### src/rtl/transceiver_pkg.sv
// Shared framing definitions for the piso/sipo serial link.
// Latency: none (types and constants only).
// Backpressure: none.
package transceiver_pkg;

    // Receiver FSM state encoding, shared so both ends agree on naming.
    typedef enum logic [1:0] {
        ST_IDLE  = 2'd0,
        ST_DATA  = 2'd1,
        ST_STOP  = 2'd2,
        ST_BREAK = 2'd3
    } rx_state_e;

    // Line-level framing constants.
    localparam logic START_BIT  = 1'b0;
    localparam logic STOP_BIT   = 1'b1;
    localparam logic IDLE_LEVEL = 1'b1;

endpackage

### src/rtl/sipo_out_reg.sv
// One-entry valid/ready holding register for received words, with overrun detect.
// Latency: 1 clk from commit strobe to out_valid/y.
// Backpressure: a commit while full and not being drained is dropped and flagged by ovr_err.
//
// Ports:
//   clk, rst_n        clock, async active-low reset
//   commit_vld/_dat   good-frame strobe and its word (single cycle)
//   out_ready         consumer accepts y when out_valid && out_ready
//   y, out_valid      held word and its valid flag
//   ovr_err           registered one-cycle pulse on a dropped commit
module sipo_out_reg #(
    parameter int W = 8
) (
    input  logic         clk,
    input  logic         rst_n,
    input  logic         commit_vld,
    input  logic [W-1:0] commit_dat,
    input  logic         out_ready,
    output logic [W-1:0] y,
    output logic         out_valid,
    output logic         ovr_err
);

    logic [W-1:0] y_q, y_d;
    logic         vld_q, vld_d;
    logic         ovr_q, ovr_d;
    logic         accept;

    // A word may be loaded when empty, or when the current word leaves this same cycle.
    assign accept = commit_vld && (!vld_q || out_ready);

    always_comb begin
        y_d   = y_q;
        vld_d = vld_q;
        ovr_d = commit_vld && vld_q && !out_ready;
        if (accept) begin
            y_d   = commit_dat;
            vld_d = 1'b1;
        end else if (vld_q && out_ready) begin
            // Drained with nothing new: y keeps its last value.
            vld_d = 1'b0;
        end
    end

    always_ff @(posedge clk or negedge rst_n) begin
        if (!rst_n) begin
            y_q   <= '0;
            vld_q <= 1'b0;
            ovr_q <= 1'b0;
        end else begin
            y_q   <= y_d;
            vld_q <= vld_d;
            ovr_q <= ovr_d;
        end
    end

    assign y         = y_q;
    assign out_valid = vld_q;
    assign ovr_err   = ovr_q;

endmodule

### src/rtl/sipo_rx.sv
// Serial-to-parallel receiver: start/stop framed, MSB-first, sampled on en strobes.
// Latency: 1 clk from the stop-bit sample edge to out_valid.
// Backpressure: one-entry output register; a word completing while it is full and undrained is dropped (ovr_err).
//
// Ports:
//   clk, rst_n      clock, async active-low reset
//   en, z           bit-sample strobe and serial line (idle high)
//   y, out_valid    received word [DATA_WIDTH-1:1] and its valid flag
//   out_ready       consumer handshake
//   frm_err         one-cycle pulse: stop bit sampled as 0
//   ovr_err         one-cycle pulse: word dropped on a full output register
module sipo_rx
    import transceiver_pkg::*;
#(
    parameter int DATA_WIDTH = 9
) (
    input  logic                  clk,
    input  logic                  rst_n,
    input  logic                  en,
    input  logic                  z,
    output logic [DATA_WIDTH-1:1] y,
    output logic                  out_valid,
    input  logic                  out_ready,
    output logic                  frm_err,
    output logic                  ovr_err
);

    localparam int NB = DATA_WIDTH - 1;          // data bits per frame
    localparam int CW = $clog2(DATA_WIDTH);      // counter width
    localparam logic [CW-1:0] LAST = CW'(NB - 1);

    rx_state_e         state_q, state_d;
    logic [CW-1:0]     cnt_q, cnt_d;
    logic [NB-1:0]     shift_q, shift_d;
    logic              frm_err_q, frm_err_d;
    logic              commit_vld;

    always_comb begin
        state_d    = state_q;
        cnt_d      = cnt_q;
        shift_d    = shift_q;
        frm_err_d  = 1'b0;
        commit_vld = 1'b0;
        case (state_q)
            ST_IDLE: begin
                if (en && (z == START_BIT)) begin
                    state_d = ST_DATA;
                    cnt_d   = '0;
                end
            end
            ST_DATA: begin
                if (en) begin
                    // Shift in at the LSB so the first data bit ends up at the MSB.
                    shift_d = {shift_q[NB-2:0], z};
                    cnt_d   = cnt_q + CW'(1);
                    if (cnt_q == LAST) begin
                        state_d = ST_STOP;
                    end
                end
            end
            ST_STOP: begin
                if (en) begin
                    if (z == STOP_BIT) begin
                        commit_vld = 1'b1;
                        state_d    = ST_IDLE;
                    end else begin
                        frm_err_d = 1'b1;
                        state_d   = ST_BREAK;
                    end
                end
            end
            ST_BREAK: begin
                // A held-low line must return high before a new start bit counts.
                if (en && (z == IDLE_LEVEL)) begin
                    state_d = ST_IDLE;
                end
            end
            default: state_d = ST_IDLE;
        endcase
    end

    always_ff @(posedge clk or negedge rst_n) begin
        if (!rst_n) begin
            state_q   <= ST_IDLE;
            cnt_q     <= '0;
            shift_q   <= '0;
            frm_err_q <= 1'b0;
        end else begin
            state_q   <= state_d;
            cnt_q     <= cnt_d;
            shift_q   <= shift_d;
            frm_err_q <= frm_err_d;
        end
    end

    assign frm_err = frm_err_q;

    sipo_out_reg #(
        .W(NB)
    ) u_out_reg (
        .clk        (clk),
        .rst_n      (rst_n),
        .commit_vld (commit_vld),
        .commit_dat (shift_d),
        .out_ready  (out_ready),
        .y          (y),
        .out_valid  (out_valid),
        .ovr_err    (ovr_err)
    );

endmodule

### config.mk
export PLATFORM = sky130hd
export DESIGN_NAME = sipo_rx
export DESIGN_NICKNAME = d
export VERILOG_FILES = /design/src/rtl/transceiver_pkg.sv /design/src/rtl/sipo_out_reg.sv /design/src/rtl/sipo_rx.sv
export SDC_FILE = /design/constraint.sdc
export NUM_CORES = 1
export LEC_CHECK = 0
export BUFFER_PORTS_ARGS = -buffer_cell sky130_fd_sc_hd__buf_2
export CAP_MARGIN = 20
export CORE_MARGIN = 5
export CORE_UTILIZATION = 54
export DETAILED_ROUTE_END_ITERATION = 8
export PLACE_DENSITY_LB_ADDON = 0.1
export SLEW_MARGIN = 5
export SYNTH_ARGS = -nofsm -noshare
export SYNTH_HDL_FRONTEND = slang
export SYNTH_SLANG_ARGS = --single-unit
### constraint.sdc
create_clock -name clk -period 1.7 [get_ports clk]
set_input_delay 0.255 -clock clk [delete_from_list [all_inputs] [get_ports clk]]
set_output_delay 0.255 -clock clk [all_outputs]
set_load 0.01 [all_outputs]
=== Yosys cells after proc, flatten, opt, wreduce, memory -nomap -nowiden ===
Index checks and enable logic that the tools add are counted.

* Bits in registers: 25
* Bits in latches: 0
* Bits in writable memories: 0
* Memory bits (read-only): 0
* Output and inout port bits: 11
* Logic and storage cells: 52
* Memories: 0

* Add/sub/neg operators: 1
* $mul: 0
* Div/mod/pow operators: 0
* Magnitude comparators: 0
* Eq/ne operators: 9
* Shift-type cells: 0
* Multiplexer cells: 20
* Bitwise operators: 1
* Reduce and logical (&&, ||, !) cells: 14

{| class="wikitable"
|+ Operators by type and width
! operator !! count
|-
| 2-to-1 mux 8 bit || 2
|-
| 2-to-1 mux 2 bit || 6
|-
| inequality test 2 bit, second input constant || 5
|-
| 2-to-1 mux 1 bit || 8
|-
| 2-to-1 mux 4 bit || 2
|-
| case mux 2 bit (4 select lines) || 1
|-
| case mux 4 bit (2 select lines) || 1
|-
| logical AND 1 bit || 6
|-
| AND reduction 5 bit || 1
|-
| adder 4 x 1 -> 4 bit, second input constant || 1
|-
| equality test 2 bit, second input constant || 2
|-
| equality test 4 x 3 -> 1 bit, second input constant || 1
|-
| nonzero test 2 bit || 2
|-
| AND reduction 3 bit || 1
|-
| equality test 2 x 1 -> 1 bit, second input constant || 1
|-
| logical NOT 1 bit || 2
|-
| logical NOT 2 bit || 1
|-
| logical OR 1 bit || 1
|-
| inverter 1 bit || 1
|}

=== Longest topological paths before layout ===
Gate-level depths: netlist (run 1).

* Depth after elaboration: 5
* Mapped depth: 5
* Gate-level depth less buffers: 4

=== Cells and area by module ===
From an unflattened synthesis (run 1), not the netlist that was laid out.

* Cells, all modules: 73
* Area, all modules: 1084.8 um^2

{| class="wikitable"
|+ By module, submodules not included
! module !! times used !! cells each !! area each (um^2) !! seq. area each (um^2)
|-
| sipo_rx || 1 || 50 || 678.2 || 375.4
|-
| sipo_out_reg || 1 || 23 || 406.6 || 250.2
|}

=== Worst setup path after synthesis (run 1) ===
No wires, ideal clock.

* Path type: reg2reg
* Start point: reg state_q[0]
* End point: reg u_out_reg.y_q[0] (netlist: u_out_reg.y[0])
* Library setup time: 0.125 ns
* Data arrival time: 1.299 ns
* Setup slack: 0.276 ns
* Cell stages (with the launch flop): 6
* Buffers on the path: 2
* Period minus slack after synthesis: 1.424 ns
* Cell sequence: dfrtp_1 -> buf_4 -> nand4b_1 -> nor2b_1 -> buf_4 -> mux2_4

* Word-level cells in the longest chain between the ends: 3

{| class="wikitable"
|+ RTL lines
! element !! RTL line !! text
|-
| start, declared || sipo_rx.sv:32 || <nowiki>rx_state_e state_q, state_d;</nowiki>
|-
| start signal, assigned || sipo_rx.sv:89 || <nowiki>state_q <= state_d;</nowiki>
|-
| equality test 2 bit || sipo_rx.sv:44 || <nowiki>case (state_q)</nowiki>
|-
| 2-to-1 mux 1 bit || sipo_rx.sv:44 ||
|-
| logical AND 1 bit || sipo_out_reg.sv:30 || <nowiki>assign accept = commit_vld && (!vld_q || out_ready);</nowiki>
|-
| end signal, assigned || sipo_out_reg.sv:51 || <nowiki>y_q <= y_d;</nowiki>
|-
| end, declared || sipo_out_reg.sv:24 || <nowiki>logic [W-1:0] y_q, y_d;</nowiki>
|}

Several ways; a longest one is shown, not always the timed one.
A chain may end at the register's enable or synchronous reset.

=== Worst setup path in the final report (run 1) ===
* Start point: reg state_q[0]
* End point: reg u_out_reg.y_q[1] (netlist: u_out_reg.y[1])

Same word-level chain as after synthesis.

==> results of run 1 <==
[kinds of logic after synthesis]
family,after synthesis,synth area share
fa+ha+maj,1,0.0116
flops,25,0.579
compound gates,7,0.0463
simple gates,19,0.124
mux,18,0.215
buf+inv,4,0.0243
[metal layers]
metal / vias up / GRT usage
met5: - / 0
met4: 0 / 0.0498
li1: 299 / -
met1: 309 / 0.197
met2: 12 / 0.201
met3: 2 / 0.0245
[cell type report]
class	instances	area, sq um	share of cell area
clock buffer	4	26.3	0.0217
inverter	1	3.75	0.00310
multi-input combinational	45	429	0.354
sequential	25	626	0.517
tap	27	33.8	0.0279
timing repair buffer	17	92.6	0.0764
[path summary, 6_finish.rpt]
kind / from / end / slack [ns] / cells past startpoint
worst min-delay path: z / frm_err / 0.17 / 2
worst min register to register: u_out_reg.y[7] / u_out_reg.y[7] / 0.52 / 1
worst max register to register: state_q[0] / u_out_reg.y[1] / 0.14 / 4
worst max-delay path: state_q[0] / u_out_reg.y[1] / 0.14 / 4
min in group asynchronous: rst_n / frm_err / 0.46 / 2
max in group asynchronous: rst_n / u_out_reg.y[3] / 0.88 / 2
[sequential cells by signal (all words and copies together) (netlist names)]
signal	flops
shift_q	8
cnt_q	4
u_out_reg.y	8
u_out_reg.ovr_err	1
u_out_reg.out_valid	1
frm_err	1
state_q	2
[cells in the final DEF, fill, tap and decap left out]
cell type      synthesis  routed
dfrtp_1               25      25
nand4bb_1              1       1
mux2_2                10      10
dlygate4sd3_1          0       1
nor2_1                 3       3
clkbuf_4               0       3
a32o_1                 1       1
buf_4                  3       1
and2b_1                1       1
inv_1                  1       1
nor3b_1                1       1
nand3b_1               1       1
nor4bb_1               1       1
nand3b_4               1       1
nand4b_1               1       1
nand3_1                1       1
ha_1                   1       1
and3b_1                1       1
nand2_1                3       3
clkbuf_1               0       1
mux2_4                 8       8
nor2b_1                1       1
a22o_1                 2       2
o21ai_0                3       3
nand2b_1               3       3
buf_2                  0      15
a21o_1                 1       1
[worst register-to-register path: cells and delay by family (launching register included)]
| kind | cells | cell delay (ns) |
|---|---|---|
| flops | 1 | 0.51 |
| buf+inv | 1 | 0.21 |
| simple gates | 2 | 0.41 |
| mux | 1 | 0.32 |
[report_power, final]
| group | switching, mW | leakage (nW) | internal, mW |
|---|---|---|---|
| combinational | 0.268 | 0.281 | 0.407 |
| clock | 0.161 | 0.0150 | 0.0914 |
| sequential | 0.171 | 0.321 | 0.828 |
| total | 0.600 | 0.617 | 1.33 |
[what timing repair did]
action	CTS	global route
endpoints found under the setup margin	0	0
hold buffers	1	0
resized for setup	0	0
hold endpoints to repair	25	0
setup buffers	0	0
[through the flow]
step / setup slack (ns) / power, mW / utilization / hold slack, ns / cells
3_5_place_dp: 0.155 / 1.69 / 0.605 / 0.272 / 114
5_1_grt: 0.0418 / 2.07 / 0.624 / 0.175 / 119
4_1_cts: 0.130 / 1.95 / 0.624 / 0.167 / 119
2_1_floorplan: 0.276 / 1.50 / - / -0.0406 / 74
3_3_place_gp: 0.180 / 1.67 / 0.605 / 0.267 / 114
6_report: 0.144 / 1.93 / 0.624 / 0.174 / 119
==> results.cfg, run 1 <==
[run_status]
status = completed

[global_routing]
overflow = 0
grt_pass1_wl_microns = 2850
grt_max_degree = 26
grt_pass1_vias = 587
track_usage = 0.136
antenna_found_initial = 0

[place]
gp_congestion = 0.710
io_buffers = 15
hpwlAfterDp_microns = 1190
placed_area_sq_um = 1170

[setup_path]
path_buf_inv = 1
crit_required_ns = 1.90
cp-start-kind = flip-flop
crit_fanout = 9
crit_path_max_incr_delay_ns = 0.51
critical_path.top_delay_family = flip-flops
cp_data_arrival_time_ns = 1.75
cp_slowest_cell = dfrtp_1
critical_path_class = reg -> reg
cp_cell_sequence = nand4b_1 -> nor2b_1 -> buf_4 -> mux2_4
cp-end-kind = flip-flop

[logic_synthesis]
synth_fp_nets = 80
synthCells = 74
synthFlopType = dfrtp_1
ys_types = 23
synth-edff-count = 0
ys_top_cells_by_area = dfrtp_1 58%, mux2_4 11%, mux2_2 10%
yosys_warnings = 0
synth_area_sq_um = 1080
synth_top_area_cell = dfrtp_1
ys_seq_area_frac = 0.579
avgSynthCellArea_sq_um = 14.6
ys_seq_elements = 25
async_flop_share = 1.00
yosysTopAreaCellShare = 0.579
yosysMostFrequentCell = dfrtp_1
synth_common_cells = 25 x dfrtp_1, 10 x mux2_2, 8 x mux2_4

[clock_tree]
numClockSinks = 25
clkTransAtPathRegs_ns = 0.13
cts_buffer_depth = 2
cts_tree = built
cts_root_buffer = clkbuf_4
cts_buffers = 3
htreeDepth = 1
clkLatencyLatePin_ns = 0.30

[power]
ir_worst_vdd_mv = 0.913
leakage_nw = 0.617
power_density_nw_per_um2 = 1590

[drt]
routed-wl-met2_microns = 784
route.met3.wl_microns = 78
via_per_inst = 5.23
drtIter0Drc = 6
wl_met1_microns = 841
wl_per_cell_microns = 14.4
topRoutingLayerUsed = met4
routed-via-count = 622
ant_nets = 0
dr.pass1.iters = 3
wl_microns = 1720
drc = 0

[floorplanning]
start_util = 0.557
die_h_microns = 54.7
core-area_sq_um = 1940
die-area_sq_um = 3000
pin_count = 16
die_x_microns = 54.7
std_cell_rows = 16

[timing]
finalSetupTns_ns = 0
max_freq_ghz = 0.643
hold_viol_final = 0
tightestPinTransition_ns = 0.538
fin_crit_ns = 1.56
finalSetupViolations = 0
maxSlewViolCount = 0
finClkSkew_ns = 0.00659
fin_crit_sh = 0.915
relSlewSlack = 0.642
grt_setup_unrepaired = no

[flow_run]
cap_viol_max_count = 0

[worst_hold_path]
hp-class = in -> reg

[final_layout]
diodes = 0
final_cell_area_sq_um = 1210
num-fill-cells = 159
layout-drive-gt1-share = 0.413
layout.nets = 99
syn2layout_area_growth_pct = 12.0
Note: power is estimated with default switching activity, not from simulation.
==> run 2, diff against run 1 <==
--- a/config.mk
+++ b/config.mk
@@ -7,9 +7,11 @@
 export LEC_CHECK = 0
 export BUFFER_PORTS_ARGS = -buffer_cell sky130_fd_sc_hd__buf_2
 export CAP_MARGIN = 20
+export CORE_ASPECT_RATIO = 0.8
 export CORE_MARGIN = 5
 export CORE_UTILIZATION = 54
 export DETAILED_ROUTE_END_ITERATION = 8
+export GPL_TIMING_DRIVEN = 1
 export PLACE_DENSITY_LB_ADDON = 0.1
 export SLEW_MARGIN = 5
 export SYNTH_ARGS = -nofsm -noshare
==> run 2 against run 1 <==
Net effect: cell count down 2.5%; worst hold slack about the same; final area unchanged; sequential share of layout area unchanged; sequential power about the same; critical endpoint is now u_out_reg.y[3]; largest cell class unchanged.
==> results.cfg, run 2 (synthesized netlist as in run 1, its figures left out) <==
[timing]
tightestPinTransition_ns = 0.538
holdWs_ns = 0.173
maxSlewViolCount = 0
finalSetupTns_ns = 0
fin_ws_ns = 0.126
finClkSkew_ns = 0.0112
fin_crit_sh = 0.926
fin_crit_ns = 1.57
max_freq_ghz = 0.636
grt_setup_unrepaired = no
hold_viol_final = 0
relSlewSlack = 0.642
finalSetupViolations = 0

[power]
leakage_nw = 0.616
total_power_mw = 1.94
power_density_nw_per_um2 = 1610
ir_worst_vdd_mv = 0.866

[global_routing]
grt_pass1_wl_microns = 2890
track_usage = 0.128
overflow = 0
grt_pass1_vias = 631
antenna_found_initial = 0
grt_max_degree = 26

[final_layout]
mostFrequentLayoutCells = 25 x dfrtp_1, 15 x buf_2, 10 x mux2_2
multi_input_area_sq_um = 429
layout-drive-gt1-share = 0.424
syn2layout_area_growth_pct = 12.0
utilization = 0.640
final_cell_count_no_fill = 116
layout_commonest_cell = dfrtp_1
layout.nets = 99
seq_area_sq_um = 626
diodes = 0
final_cell_area_sq_um = 1210
num-fill-cells = 147

[place]
dp_cells = 111
gp_congestion = 0.739
placed_area_sq_um = 1170
hpwlAfterDp_microns = 1240
io_buffers = 15
post-place-ws_ns = 0.163

[worst_hold_path]
hp-class = in -> reg

[drt]
drtIter0Drc = 7
drc = 0
wl_microns = 1710
routed-via-count = 629
dr.pass1.iters = 2
via_per_inst = 5.42
wl_per_cell_microns = 14.8
ant_nets = 0

[clock_tree]
htreeDepth = 1
holdBufCountCts = 1
cts_root_buffer = clkbuf_4
numClockSinks = 25
post_cts_buffers = 0
cts_buffers = 3
cts_resized = 0
clkLatencyLatePin_ns = 0.32
cts_buffer_depth = 2
cts_tree = built
clkTransAtPathRegs_ns = 0.14

[floorplanning]
die_x_microns = 60.0
core-area_sq_um = 1890
die_h_microns = 50.0
pin_count = 16
std_cell_rows = 14
die-area_sq_um = 3000
start_util = 0.571

[setup_path]
crit_fanout = 9
critical_path_class = reg -> reg
crit_required_ns = 1.91
cp-start-kind = flip-flop
cp-end-kind = flip-flop
cp_data_arrival_time_ns = 1.79

[flow_run]
cap_viol_max_count = 0

[run_status]
status = completed
run 2: path summary, 6_finish.rpt:
| kind | from | end | slack (ns) | cells after the start |
|---|---|---|---|---|
| hold / removal | z | frm_err | 0.17 | 2 |
| setup reg to reg | state_q[0] | u_out_reg.y[3] | 0.13 | 4 |
| min in group asynchronous | rst_n | u_out_reg.ovr_err | 0.43 | 2 |
| hold reg to reg | shift_q[7] | shift_q[7] | 0.52 | 1 |
| setup / recovery | state_q[0] | u_out_reg.y[3] | 0.13 | 4 |
| max in group asynchronous | rst_n | shift_q[2] | 0.90 | 2 |
run 2: per-layer routing:
layer | wire [microns] | vias up | track usage
met5 | 0 | - | 0
met4 | 0 | 0 | 0.0221
met3 | 103 | 0 | 0.0496
met2 | 809 | 17 | 0.198
met1 | 801 | 314 | 0.170
li1 | - | 298 | -
run 2: critical path, stage by stage, from the launching register on:
cell and delay, ns:
dfrtp_1 0.51, nand4b_1 0.26, nor2b_1 0.15, buf_4 0.22, mux2_4 0.32
run 2: report_power, final:
part           switching, mW  internal [mW]
registers              0.171          0.827
logic                  0.271          0.408
clock network          0.178         0.0899
run 2: cell type report:
| class | count | share of cell area |
|---|---|---|
| repair buffers | 17 | 0.0764 |
| clock inverters | 1 | 0.00620 |
| flip-flops and latches | 25 | 0.517 |
| multi-input cells | 45 | 0.354 |
| clock buffers | 3 | 0.0186 |
| inverters | 1 | 0.00310 |
| well taps | 24 | 0.0248 |
==> run 3, diff against run 2 <==
--- a/config.mk
+++ b/config.mk
@@ -8,11 +8,11 @@
 export BUFFER_PORTS_ARGS = -buffer_cell sky130_fd_sc_hd__buf_2
 export CAP_MARGIN = 20
 export CORE_ASPECT_RATIO = 0.8
-export CORE_MARGIN = 5
 export CORE_UTILIZATION = 54
 export DETAILED_ROUTE_END_ITERATION = 8
 export GPL_TIMING_DRIVEN = 1
 export PLACE_DENSITY_LB_ADDON = 0.1
+export SKIP_LAST_GASP = 1
 export SLEW_MARGIN = 5
 export SYNTH_ARGS = -nofsm -noshare
 export SYNTH_HDL_FRONTEND = slang
==> run 3 against run 2 <==
Net effect: worst setup slack better by 0.047 ns; combinational power up 5.3%; first-iteration DRC count up 14%; clock power fell by 1%; largest cell class unchanged; largest power group unchanged; highest routed layer is now met4.
==> results.cfg, run 3 (synthesized netlist as in run 1, its figures left out) <==
[floorplanning]
pin_count = 16
start_util = 0.577
die_h_microns = 42.0
std_cell_rows = 14
die_x_microns = 52.0
core-area_sq_um = 1870
die-area_sq_um = 2190

[setup_path]
rrSetupSlack_ns = 0.17
cp-start-kind = flip-flop
r2r_end = u_out_reg.y[1]
cp-end-kind = flip-flop
critical_path.top_delay_family = multiplexers
reg2reg_from = state_q[1]
cp-endpoint = u_out_reg.y[1]
cp_slowest_cell = dfrtp_1
cp_data_arrival_time_ns = 1.73
cp.depth = 3
crit_path_max_incr_delay_ns = 0.51
reg2regPathDepth = 3
cp_cell_sequence = nand3b_4 -> mux2_2 -> mux2_4
crit_start = state_q[1]
critical_path_class = reg -> reg
crit_fanout = 9
crit_required_ns = 1.90
path_buf_inv = 0

[final_layout]
layout.nets = 100
layout-drive-gt1-share = 0.430
layout_commonest_cell = dfrtp_1
num-fill-cells = 141
diodes = 0
mostFrequentLayoutCells = 25 x dfrtp_1, 15 x buf_2, 10 x mux2_2
syn2layout_area_growth_pct = 12.7

[drt]
drtIter0Drc = 8
routed-via-count = 622
drc = 0
wl_microns = 1720
wl_per_cell_microns = 14.7
via_per_inst = 5.32
dr.pass1.iters = 4
ant_nets = 0

[clock_tree]
post_cts_buffers = 0
cts_resized = 0
cts_root_buffer = clkbuf_4
cts_buffer_depth = 2
clkLatencyLatePin_ns = 0.33
holdBufCountCts = 1
clkTransAtPathRegs_ns = 0.14
htreeDepth = 1
numClockSinks = 25
cts_buffers = 3
cts_tree = built

[timing]
grt_setup_unrepaired = no
fin_ws_ns = 0.174
hold_viol_final = 0
relSlewSlack = 0.652
finalSetupTns_ns = 0
finClkSkew_ns = 0.0208
tightestPinTransition_ns = 0.521
holdWs_ns = 0.162
finalSetupViolations = 0
fin_crit_sh = 0.898
max_freq_ghz = 0.655
fin_crit_ns = 1.53
maxSlewViolCount = 0

[place]
gp_congestion = 0.802
post-place-ws_ns = 0.204
hpwlAfterDp_microns = 1180
io_buffers = 15

[power]
power_density_nw_per_um2 = 1610
sequentialPowerShare = 0.502
comb_power_share = 0.364
pwr-share-clk = 0.134
ir_worst_vdd_mv = 0.979
power.switching_uw = 623
total_power_mw = 1.96
p_int_mw = 1.34
leakage_nw = 0.621
switching_share = 0.317

[worst_hold_path]
min_from = z
hp-class = in -> reg

[global_routing]
grt_pass1_wl_microns = 2930
track_usage = 0.197
antenna_found_initial = 0
grt_pass1_vias = 624
grt_max_degree = 26
overflow = 0

[run_status]
status = completed

[flow_run]
cap_viol_max_count = 0
## run 3: cell types whose count changed in the layout (fill, tap and decap cells not counted)
cell   before  now
buf_4       1    2
## run 3: metrics by stage
step                       util  std cells  cell area [sq um]
after global placement    0.629        112               1180
after detailed placement  0.629        112               1180
after CTS                 0.650        117               1220
after floorplan               -         74               1080
final                     0.650        117               1220
after global routing      0.650        117               1220
## run 3: how the worst min path moves through the flow
stage	slack, ns	cells past startpoint	endpoint
floorplan	-0.04	0	cnt_q[0]
global placement	0.27	1	frm_err
detailed placement	0.27	1	frm_err
CTS	0.15	2	frm_err
global route	0.16	2	frm_err
finish	0.16	2	frm_err
## run 3: routing by layer
| metal | up-vias | track usage | part of all wire |
|---|---|---|---|
| met4 | 0 | 0.0811 | 0.017 |
| li1 | 302 | - | - |
| met1 | 300 | 0.260 | 0.48 |
| met2 | 15 | 0.290 | 0.45 |
| met5 | - | 0 | 0 |
| met3 | 5 | 0.0761 | 0.046 |
## run 3: final cells by class
| type | instances | area [sq um] | share of cell area |
|---|---|---|---|
| Clock buffer | 3 | 22.5 | 0.0185 |
| Clock inverter | 1 | 7.51 | 0.00616 |
| Inverter | 1 | 3.75 | 0.00308 |
| Multi-Input combinational cell | 45 | 429 | 0.352 |
| Sequential cell | 25 | 626 | 0.513 |
| Tap cell | 24 | 30.0 | 0.0246 |
| Timing Repair Buffer | 18 | 100 | 0.0821 |
## run 3: power by group through the flow
stage	Combinational [mW]	Clock, mW	Sequential [mW]
2_1_floorplan	0.509	0	0.992
3_3_place_gp	0.696	0	0.978
3_5_place_dp	0.712	0	0.998
4_1_cts	0.723	0.278	0.986
5_1_grt	0.785	0.303	1.03
6_report	0.715	0.264	0.985
